<file path="src/rtl/pulse_train_pkg.sv">
// Shared definitions for the pulse train generator: channel state encoding
// and default parameter values used by the top and the per-channel engine.
package pulse_train_pkg;

    localparam int unsigned DEF_CHANNELS  = 4;
    localparam int unsigned DEF_CNT_WIDTH = 16;
    localparam int unsigned DEF_REP_WIDTH = 8;

    typedef enum logic [1:0] {
        ST_IDLE = 2'd0,
        ST_HIGH = 2'd1,
        ST_LOW  = 2'd2
    } chan_state_t;

endpackage

</file>
<file path="src/rtl/pulse_train_chan.sv">
// Single pulse-train channel: IDLE/HIGH/LOW state machine with latched
// high/low lengths and a repeat counter (0 = run until stopped).
module pulse_train_chan
    import pulse_train_pkg::*;
#(
    parameter int p_CNT_WIDTH = DEF_CNT_WIDTH,
    parameter int p_REP_WIDTH = DEF_REP_WIDTH
) (
    input  logic                   i_clk,
    input  logic                   i_rst_n,
    input  logic                   i_go,
    input  logic                   i_stop,
    input  logic                   i_retrig,
    input  logic [p_CNT_WIDTH-1:0] i_high_len,
    input  logic [p_CNT_WIDTH-1:0] i_low_len,
    input  logic [p_REP_WIDTH-1:0] i_repeat,
    output logic                   o_pulse,
    output logic                   o_busy,
    output logic                   o_done
);

    // A programmed length of zero still produces a one-cycle phase.
    function automatic logic [p_CNT_WIDTH-1:0] sat_len(input logic [p_CNT_WIDTH-1:0] len);
        logic [p_CNT_WIDTH-1:0] one;
        one    = '0;
        one[0] = 1'b1;
        return (len == '0) ? one : len;
    endfunction

    chan_state_t            state_q, state_d;
    logic [p_CNT_WIDTH-1:0] cnt_q, cnt_d;
    logic [p_REP_WIDTH-1:0] rep_q, rep_d;
    logic [p_CNT_WIDTH-1:0] high_q, high_d;
    logic [p_CNT_WIDTH-1:0] low_q, low_d;
    logic                   cont_q, cont_d;
    logic                   pulse_q, pulse_d;
    logic                   done_q, done_d;

    logic go_ok;
    logic phase_last;
    logic train_last;

    // A go is accepted from IDLE, or while busy only with retrigger enabled;
    // a simultaneous stop always discards it. Counters never wrap below 1.
    always_comb begin
        go_ok      = i_go && !i_stop && ((state_q == ST_IDLE) || i_retrig);
        phase_last = (cnt_q <= {{(p_CNT_WIDTH-1){1'b0}}, 1'b1});
        train_last = !cont_q && (rep_q <= {{(p_REP_WIDTH-1){1'b0}}, 1'b1});
    end

    // Next-state logic: stop has top priority, then go/retrigger, then phase sequencing.
    always_comb begin
        state_d = state_q;
        cnt_d   = cnt_q;
        rep_d   = rep_q;
        high_d  = high_q;
        low_d   = low_q;
        cont_d  = cont_q;
        pulse_d = pulse_q;
        done_d  = 1'b0;

        if ((state_q != ST_IDLE) && i_stop) begin
            state_d = ST_IDLE;
            cnt_d   = '0;
            rep_d   = '0;
            pulse_d = 1'b0;
        end else if (go_ok) begin
            high_d  = sat_len(i_high_len);
            low_d   = sat_len(i_low_len);
            rep_d   = i_repeat;
            cont_d  = (i_repeat == '0);
            cnt_d   = sat_len(i_high_len);
            state_d = ST_HIGH;
            pulse_d = 1'b1;
        end else begin
            case (state_q)
                ST_HIGH: begin
                    if (phase_last) begin
                        if (train_last) begin
                            state_d = ST_IDLE;
                            cnt_d   = '0;
                            rep_d   = '0;
                            pulse_d = 1'b0;
                            done_d  = 1'b1;
                        end else begin
                            state_d = ST_LOW;
                            cnt_d   = low_q;
                            pulse_d = 1'b0;
                            if (!cont_q) begin
                                rep_d = rep_q - 1'b1;
                            end
                        end
                    end else begin
                        cnt_d = cnt_q - 1'b1;
                    end
                end
                ST_LOW: begin
                    if (phase_last) begin
                        state_d = ST_HIGH;
                        cnt_d   = high_q;
                        pulse_d = 1'b1;
                    end else begin
                        cnt_d = cnt_q - 1'b1;
                    end
                end
                default: begin
                    state_d = ST_IDLE;
                    pulse_d = 1'b0;
                end
            endcase
        end
    end

    // State and datapath registers; reset clears everything immediately.
    always_ff @(posedge i_clk or negedge i_rst_n) begin
        if (!i_rst_n) begin
            state_q <= ST_IDLE;
            cnt_q   <= '0;
            rep_q   <= '0;
            high_q  <= '0;
            low_q   <= '0;
            cont_q  <= 1'b0;
            pulse_q <= 1'b0;
            done_q  <= 1'b0;
        end else begin
            state_q <= state_d;
            cnt_q   <= cnt_d;
            rep_q   <= rep_d;
            high_q  <= high_d;
            low_q   <= low_d;
            cont_q  <= cont_d;
            pulse_q <= pulse_d;
            done_q  <= done_d;
        end
    end

    assign o_pulse = pulse_q;
    assign o_busy  = (state_q != ST_IDLE);
    assign o_done  = done_q;

endmodule

</file>
<file path="src/rtl/pulse_train_gen.sv">
// Multi-channel pulse train generator: one independent pulse_train_chan per
// channel, with the packed config buses sliced per channel.
module pulse_train_gen
    import pulse_train_pkg::*;
#(
    parameter int p_CHANNELS  = DEF_CHANNELS,
    parameter int p_CNT_WIDTH = DEF_CNT_WIDTH,
    parameter int p_REP_WIDTH = DEF_REP_WIDTH
) (
    input  logic                              i_clk,
    input  logic                              i_rst_n,
    input  logic [p_CHANNELS-1:0]             i_go,
    input  logic [p_CHANNELS-1:0]             i_stop,
    input  logic [p_CHANNELS-1:0]             i_retrig,
    input  logic [p_CHANNELS*p_CNT_WIDTH-1:0] i_high_len,
    input  logic [p_CHANNELS*p_CNT_WIDTH-1:0] i_low_len,
    input  logic [p_CHANNELS*p_REP_WIDTH-1:0] i_repeat,
    output logic [p_CHANNELS-1:0]             o_pulse,
    output logic [p_CHANNELS-1:0]             o_busy,
    output logic [p_CHANNELS-1:0]             o_done
);

    for (genvar g = 0; g < p_CHANNELS; g++) begin : g_chan
        pulse_train_chan #(
            .p_CNT_WIDTH (p_CNT_WIDTH),
            .p_REP_WIDTH (p_REP_WIDTH)
        ) u_chan (
            .i_clk      (i_clk),
            .i_rst_n    (i_rst_n),
            .i_go       (i_go[g]),
            .i_stop     (i_stop[g]),
            .i_retrig   (i_retrig[g]),
            .i_high_len (i_high_len[g*p_CNT_WIDTH +: p_CNT_WIDTH]),
            .i_low_len  (i_low_len[g*p_CNT_WIDTH +: p_CNT_WIDTH]),
            .i_repeat   (i_repeat[g*p_REP_WIDTH +: p_REP_WIDTH]),
            .o_pulse    (o_pulse[g]),
            .o_busy     (o_busy[g]),
            .o_done     (o_done[g])
        );
    end

endmodule

</file>
<file path="config.mk">
export PLATFORM = sky130hd
export DESIGN_NAME = pulse_train_gen
export DESIGN_NICKNAME = d
export VERILOG_FILES = /design/src/rtl/pulse_train_pkg.sv /design/src/rtl/pulse_train_chan.sv /design/src/rtl/pulse_train_gen.sv
export SDC_FILE = /design/constraint.sdc
export NUM_CORES = 1
export LEC_CHECK = 0
export BUFFER_PORTS_ARGS = -buffer_cell sky130_fd_sc_hd__buf_4
export CORE_UTILIZATION = 24
export CTS_CLUSTER_SIZE = 12
export DETAILED_ROUTE_END_ITERATION = 6
export HOLD_SLACK_MARGIN = 0.05
export PLACE_DENSITY = 0.37
export SLEW_MARGIN = 10
export SYNTH_ARGS = -nofsm -noshare
export SYNTH_HDL_FRONTEND = slang
export SYNTH_HIERARCHICAL = 1
export SYNTH_SLANG_ARGS = --single-unit
</file>
<file path="constraint.sdc">
create_clock -name i_clk -period 5 [get_ports i_clk]
set_input_delay 0.5 -clock i_clk [delete_from_list [all_inputs] [get_ports i_clk]]
set_output_delay 0.5 -clock i_clk [all_outputs]
set_load 0.02 [all_outputs]
</file>
==> run metrics, run 1 <==
fraction of registers with async set/reset=1.00; cell-internal power=0.00468 W; Area Overhead vs Synth=22.4%; most frequent cell after synthesis=nand2_1; clk_lat worst skew=0.53 ns; met1 Resource Use GR=0.236; combinational power share=0.282; Die W=246 um; post-route cell area=17500 um^2; Post-synth top flop=dfrtp_1; Root Buffer=clkbuf_16; via count=13300; Sequential Power Share=0.390; hpwl dp=35700 um; Post-synth EDFFs=0; Critical Path AT=3.62 ns; Routed Antenna Nets=0; switching pwr=0.00259 W; routability cong.=0.814; gr busiest metal=met2; Finish-stage setup viols=0; Cell Count Post-Placement=2510; top cells by area, synth=dfrtp_1 (43%), nand2_1 (8.7%), nor2_1 (3.2%); diodes inserted=0; clock slew at reported path FFs=0.06 ns; syn_area_per_cell=8.76 um^2; fin crit share=0.647; # Post-CTS Setup Buffers=0; Initial Utilization=0.243; CTS Buf Count=34; switching portion of total power=0.357; DRC=0; core area=58900 um^2; fmax=309 MHz; Syn Inst Count=1632; drt total wl=51200 um; clock network fraction of design power=0.328; number of global-route vias before repair=13400; PD cells=415 nW/um^2; Final Max Tran Viols=0; Clock Tree Buf Depth=3; IO Port Bufs=185; worst min-delay path category=in2reg; share of layout cells above drive strength 1=0.165; gr ovfl total=0; synth warn=6; FP Rows=89; post-DR wirelength/cell=19.9 um; Worst-Margin Slew=1.18 ns; final hold violation count=0; Die Area=60500 um^2; Die Ht=246 um; GRT Overall Usage=0.169; final setup TNS=0 ns; max cap viols=0; Max IR drop VDD=0.287 mV; # nets final=1976; vias per inst=5.16; RSZ-0062 raised after global routing=no; Cell variety after synth=76; post-route clock skew=0.0157 ns; pin count of the biggest net entering global routing=88; Synth top area share=0.427; 1st-iter DRT viols=908; Rel. slew slack=0.214; critical path type=reg2reg; Syn Std Cell Area=14300 um^2; H-tree depth=2; CP Data Required Time=5.39 ns; first-pass GRT wire length=80600 um; Lkg Pwr=7.46 nW; Finished Layout Cells=2570; detailed-router iteration count before antenna repair=5; TritonCTS sink count=244; register area share after synthesis=0.427; post-cts gate resize count=0; Area after DPL=16400 um^2; initial antenna violation count=0; global routing usage on met2=0.268; CTS tree=built; Synth Register Bits=244; hold_buf cts=1; Worst setup EP type=register; Tmin final=3.24 ns; worst-path fanout max=11; cell taking the most area after synthesis=dfrtp_1; synth cell count leaders=nand2_1 (333), dfrtp_1 (244), nor2_1 (121); met3 usage=0.0259; I/O pin cnt=186; post-synth net total=1834; Startpoint Class=register; outcome=completed; total power=0.00727 W
==> layout make-up <==
| class | count | area (um^2) |
|---|---|---|
| Timing Repair Buffer | 209 | 1600 |
| Clock inverter | 10 | 85.1 |
| Multi-Input combinational cell | 1237 | 7570 |
| Fill cell | 6293 | 41400 |
| Tap cell | 773 | 967 |
| Inverter | 48 | 180 |
| Clock buffer | 49 | 988 |
| Sequential cell | 244 | 6110 |
==> sequential cells by signal, indices dropped and copies added (netlist names) <==
register	flops
g_chan.u_chan/o_done	4
g_chan.u_chan/cnt_q	64
g_chan.u_chan/low_q	64
g_chan.u_chan/high_q	64
g_chan.u_chan/state_q	8
g_chan.u_chan/cont_q	4
g_chan.u_chan/rep_q	32
g_chan.u_chan/o_pulse	4
==> logic make-up (layout without fill, tap and decap cells) <==
| family | after synthesis | in the layout | synth area share |
|---|---|---|---|
| AOI/OAI and AO/OA | 433 | 433 | 0.218 |
| muxes | 38 | 38 | 0.0266 |
| buffers and inverters | 151 | 316 | 0.0459 |
| DFF | 244 | 244 | 0.427 |
| and+or+nand+nor | 713 | 713 | 0.243 |
| adders and majority gates | 28 | 28 | 0.0245 |
| xor gates and xnor gates | 25 | 25 | 0.0153 |
==> final timing paths <==
path | slack, ns | cells after the start | endpoint | start
max | 1.76 | 7 | g_chan[0].u_chan/rep_q[5] | g_chan[0].u_chan/state_q[0]
min | 0.17 | 3 | g_chan[3].u_chan/low_q[3] | i_low_len[51]
max reg2reg | 1.76 | 7 | g_chan[0].u_chan/rep_q[5] | g_chan[0].u_chan/state_q[0]
min reg2reg | 0.47 | 2 | g_chan[0].u_chan/low_q[14] | g_chan[0].u_chan/low_q[14]
max in group asynchronous | 3.47 | 3 | g_chan[2].u_chan/low_q[5] | i_rst_n
min in group asynchronous | 0.51 | 2 | g_chan[1].u_chan/rep_q[4] | i_rst_n
==> critical path, cell delays in order, from the launching register on <==
cell and delay (ns):
dfrtp_1 0.37, inv_1 0.07, ha_1 0.25, o21ai_0 0.64, o21ai_0 0.48, a31oi_1 0.85, or2_1 0.28, o221ai_1 0.15
==> layout by cell type, fill, tap and decap left out, drive strengths merged, types with 17 or more instances in the layout <==
master  synthesis  final
a21oi          26     26
a22o           47     47
a22oi          37     37
buf            36    208
clkbuf         67     49
dfrtp         244    244
ha             28     28
inv            48     49
mux2i          38     38
nand2         333    333
nand3          17     17
nand4          21     21
nor2          121    121
nor3           45     45
nor4           69     69
o211ai         40     40
o21ai         117    117
o31ai          17     17
or3            19     19
xnor2          18     18
==> metal layers <==
layer	vias to the layer above	share of wire
met1	6537	0.48
met3	73	0.046
met4	0	0.020
met2	336	0.46
li1	6310	-
met5	-	0
==> power by group through the flow <==
stage	Clock [W]	Sequential [W]	Combinational [W]
floorplan	0	0.00270	0.00151
global placement	0	0.00286	0.00205
detailed placement	0	0.00286	0.00205
CTS	0.00248	0.00283	0.00206
global route	0.00255	0.00290	0.00230
finish	0.00239	0.00283	0.00205
==> stage by stage <==
step,setup WS [ns],hold WS (ns),util
floorplan,2.89,0.204,-
global placement,1.83,0.455,0.279
detailed placement,1.77,0.457,0.279
CTS,1.75,0.125,0.297
global route,1.53,0.161,0.297
finish,1.76,0.166,0.297
No activity file was read; power rests on OpenSTA's default activity.
==> inputs of run 2 (changes only) <==
==> constraint.sdc (replaced) <==
create_clock -name i_clk -period 3.2 [get_ports i_clk]
set_input_delay 0.32 -clock i_clk [delete_from_list [all_inputs] [get_ports i_clk]]
set_output_delay 0.32 -clock i_clk [all_outputs]
set_load 0.02 [all_outputs]
==> run metrics, run 2 (synthesized netlist as in run 1, its figures left out) <==
most frequent cells in the layout=nand2_1 (333), dfrtp_1 (244), buf_4 (233), dlygate4sd3_1 (119), nor2_1 (117); vias per inst=5.04 (-2.2%); number of global-route vias before repair=14000 (+4.7%); drt total wl=52100 um (+1.8%); Final Util=0.322 (+0.0251); Finish-stage setup viols=0 (unchanged); GRT Overall Usage=0.172 (+0.00335); Routed Antenna Nets=0 (unchanged); Fill cells=6216 (-1.2%); Max IR drop VDD=0.328 mV (+14%); Final Max Tran Viols=0 (unchanged); Cell Count Post-Placement=2539 (+1.2%); share of layout cells above drive strength 1=0.168 (+0.00302); routability cong.=0.803 (-1.4%); Die Area=60500 um^2 (unchanged); via count=13700 (+3.3%); IO Port Bufs=185 (unchanged); clk_lat worst skew=0.53 ns (about the same); CTS Buf Count=34 (unchanged); Tmin final=2.73 ns (-0.507 ns); final setup TNS=0 ns (unchanged); CTS tree=built; clock slew at reported path FFs=0.06 ns (about the same); max cap viols=0 (unchanged); final hold violation count=0 (unchanged); Top Registers=g_chan.u_chan/cnt_q (64), g_chan.u_chan/high_q (64), g_chan.u_chan/low_q (64); worst hold margin=0.0696 ns (-0.0959 ns); I/O pin cnt=186 (unchanged); pin count of the biggest net entering global routing=84 (-4.5%); core area=58900 um^2 (unchanged); Die Ht=246 um (unchanged); gr ovfl total=0 (unchanged); post-route clock skew=0.0148 ns (-0.000855 ns); fmax=366 MHz (+19%); FP Rows=89 (unchanged); Area Overhead vs Synth=32.7%; H-tree depth=2 (unchanged); 1st-iter DRT viols=745 (-18%); Clock Tree Buf Depth=3 (unchanged); Root Buffer=clkbuf_16; Die W=246 um (unchanged); Startpoint Class=register; detailed-router iteration count before antenna repair=5 (unchanged); first-pass GRT wire length=82300 um (+2.2%); initial antenna violation count=0 (unchanged); Register Area=6110 um^2 (unchanged); # nets final=2123 (+7.4%); Finished Layout Cells=2716 (+5.7%); Worst-Margin Slew=0.901 ns (-0.275 ns); Initial Utilization=0.243 (unchanged); RSZ-0062 raised after global routing=no; outcome=completed; worst-path fanout max=10 (-1); DRC=0 (unchanged); diodes inserted=0 (unchanged); area of the multi-input gates=7560 um^2 (about the same); post-DR wirelength/cell=19.2 um (-3.7%); Lkg Pwr=8.15 nW (+9.1%); hpwl dp=37000 um (+3.5%); Rel. slew slack=0.396 (+0.182); Critical Path AT=3.14 ns (-0.48 ns); fin crit share=0.853 (+0.206); worst min-delay path category=in2reg; critical path type=reg2reg; TritonCTS sink count=244 (unchanged); PD cells=618 nW/um^2 (+49%); Worst setup EP type=register; commonest non-fill, non-tap cell in the layout=nand2_1; CP Data Required Time=3.61 ns (-1.78 ns)
==> run 2: layout make-up <==
type	count	area share
Multi-Input combinational cell	1237	0.399
Clock inverter	6	0.00442
Sequential cell	244	0.322
Timing Repair Buffer	356	0.159
Clock buffer	52	0.0558
Tap cell	773	0.0510
Inverter	48	0.00949
==> run 2: critical path: stages, from the launching register on <==
cell and delay, ns:
dfrtp_1 0.43, inv_1 0.12, ha_1 0.43, nor2_1 0.16
nand4b_1 0.35, nor2_1 0.65, o211ai_1 0.17, a32o_1 0.29
==> run 2: report_power, final <==
part | switching [W] | total [W] | internal (W) | leakage (nW)
Sequential | 0.000725 | 0.00444 | 0.00371 | 3.03
Combinational | 0.00185 | 0.00335 | 0.00150 | 4.55
Clock | 0.00150 | 0.00393 | 0.00243 | 0.568
==> run 2: per-stage QoR <==
stage | power, W | setup WS [ns] | cell area [um^2]
6_report | 0.0117 | 0.470 | 19000
5_1_grt | 0.0126 | 0.272 | 19000
4_1_cts | 0.0119 | 0.453 | 19000
3_5_place_dp | 0.00772 | 0.509 | 16600
3_3_place_gp | 0.00772 | 0.455 | 16600
2_1_floorplan | 0.00657 | 1.09 | 14300
==> run 2: routing by layer <==
metal	vias up	part of all wire	track usage	wire, um
met1	6688	0.48	0.241	24800
met2	331	0.46	0.272	23900
met4	0	0.024	0.0541	1230
met5	-	0	0	0
met3	73	0.042	0.0237	2200
li1	6605	-	-	-
==> run 2: what timing repair did <==
| item | 4_1_cts | 5_1_grt |
|---|---|---|
| gates resized for setup | 0 | 0 |
| setup buffers | 0 | 0 |
| hold buffers | 119 | 0 |
| endpoints found under the hold margin | 200 | 0 |
==> run 2: worst paths after layout <==
path                                            startpoint                     endpoint  slack (ns)  depth (start not counted)
max in group asynchronous                          i_rst_n   g_chan[2].u_chan/low_q[11]        1.86                          3
worst min-delay path                         i_low_len[26]   g_chan[1].u_chan/low_q[10]        0.07                          3
min in group asynchronous                          i_rst_n  g_chan[1].u_chan/state_q[0]        0.36                          2
worst min register to register  g_chan[0].u_chan/low_q[14]   g_chan[0].u_chan/low_q[14]        0.47                          2
worst max-delay path             g_chan[0].u_chan/cnt_q[0]    g_chan[0].u_chan/cnt_q[6]        0.47                          7
worst max register to register   g_chan[0].u_chan/cnt_q[0]    g_chan[0].u_chan/cnt_q[6]        0.47                          7
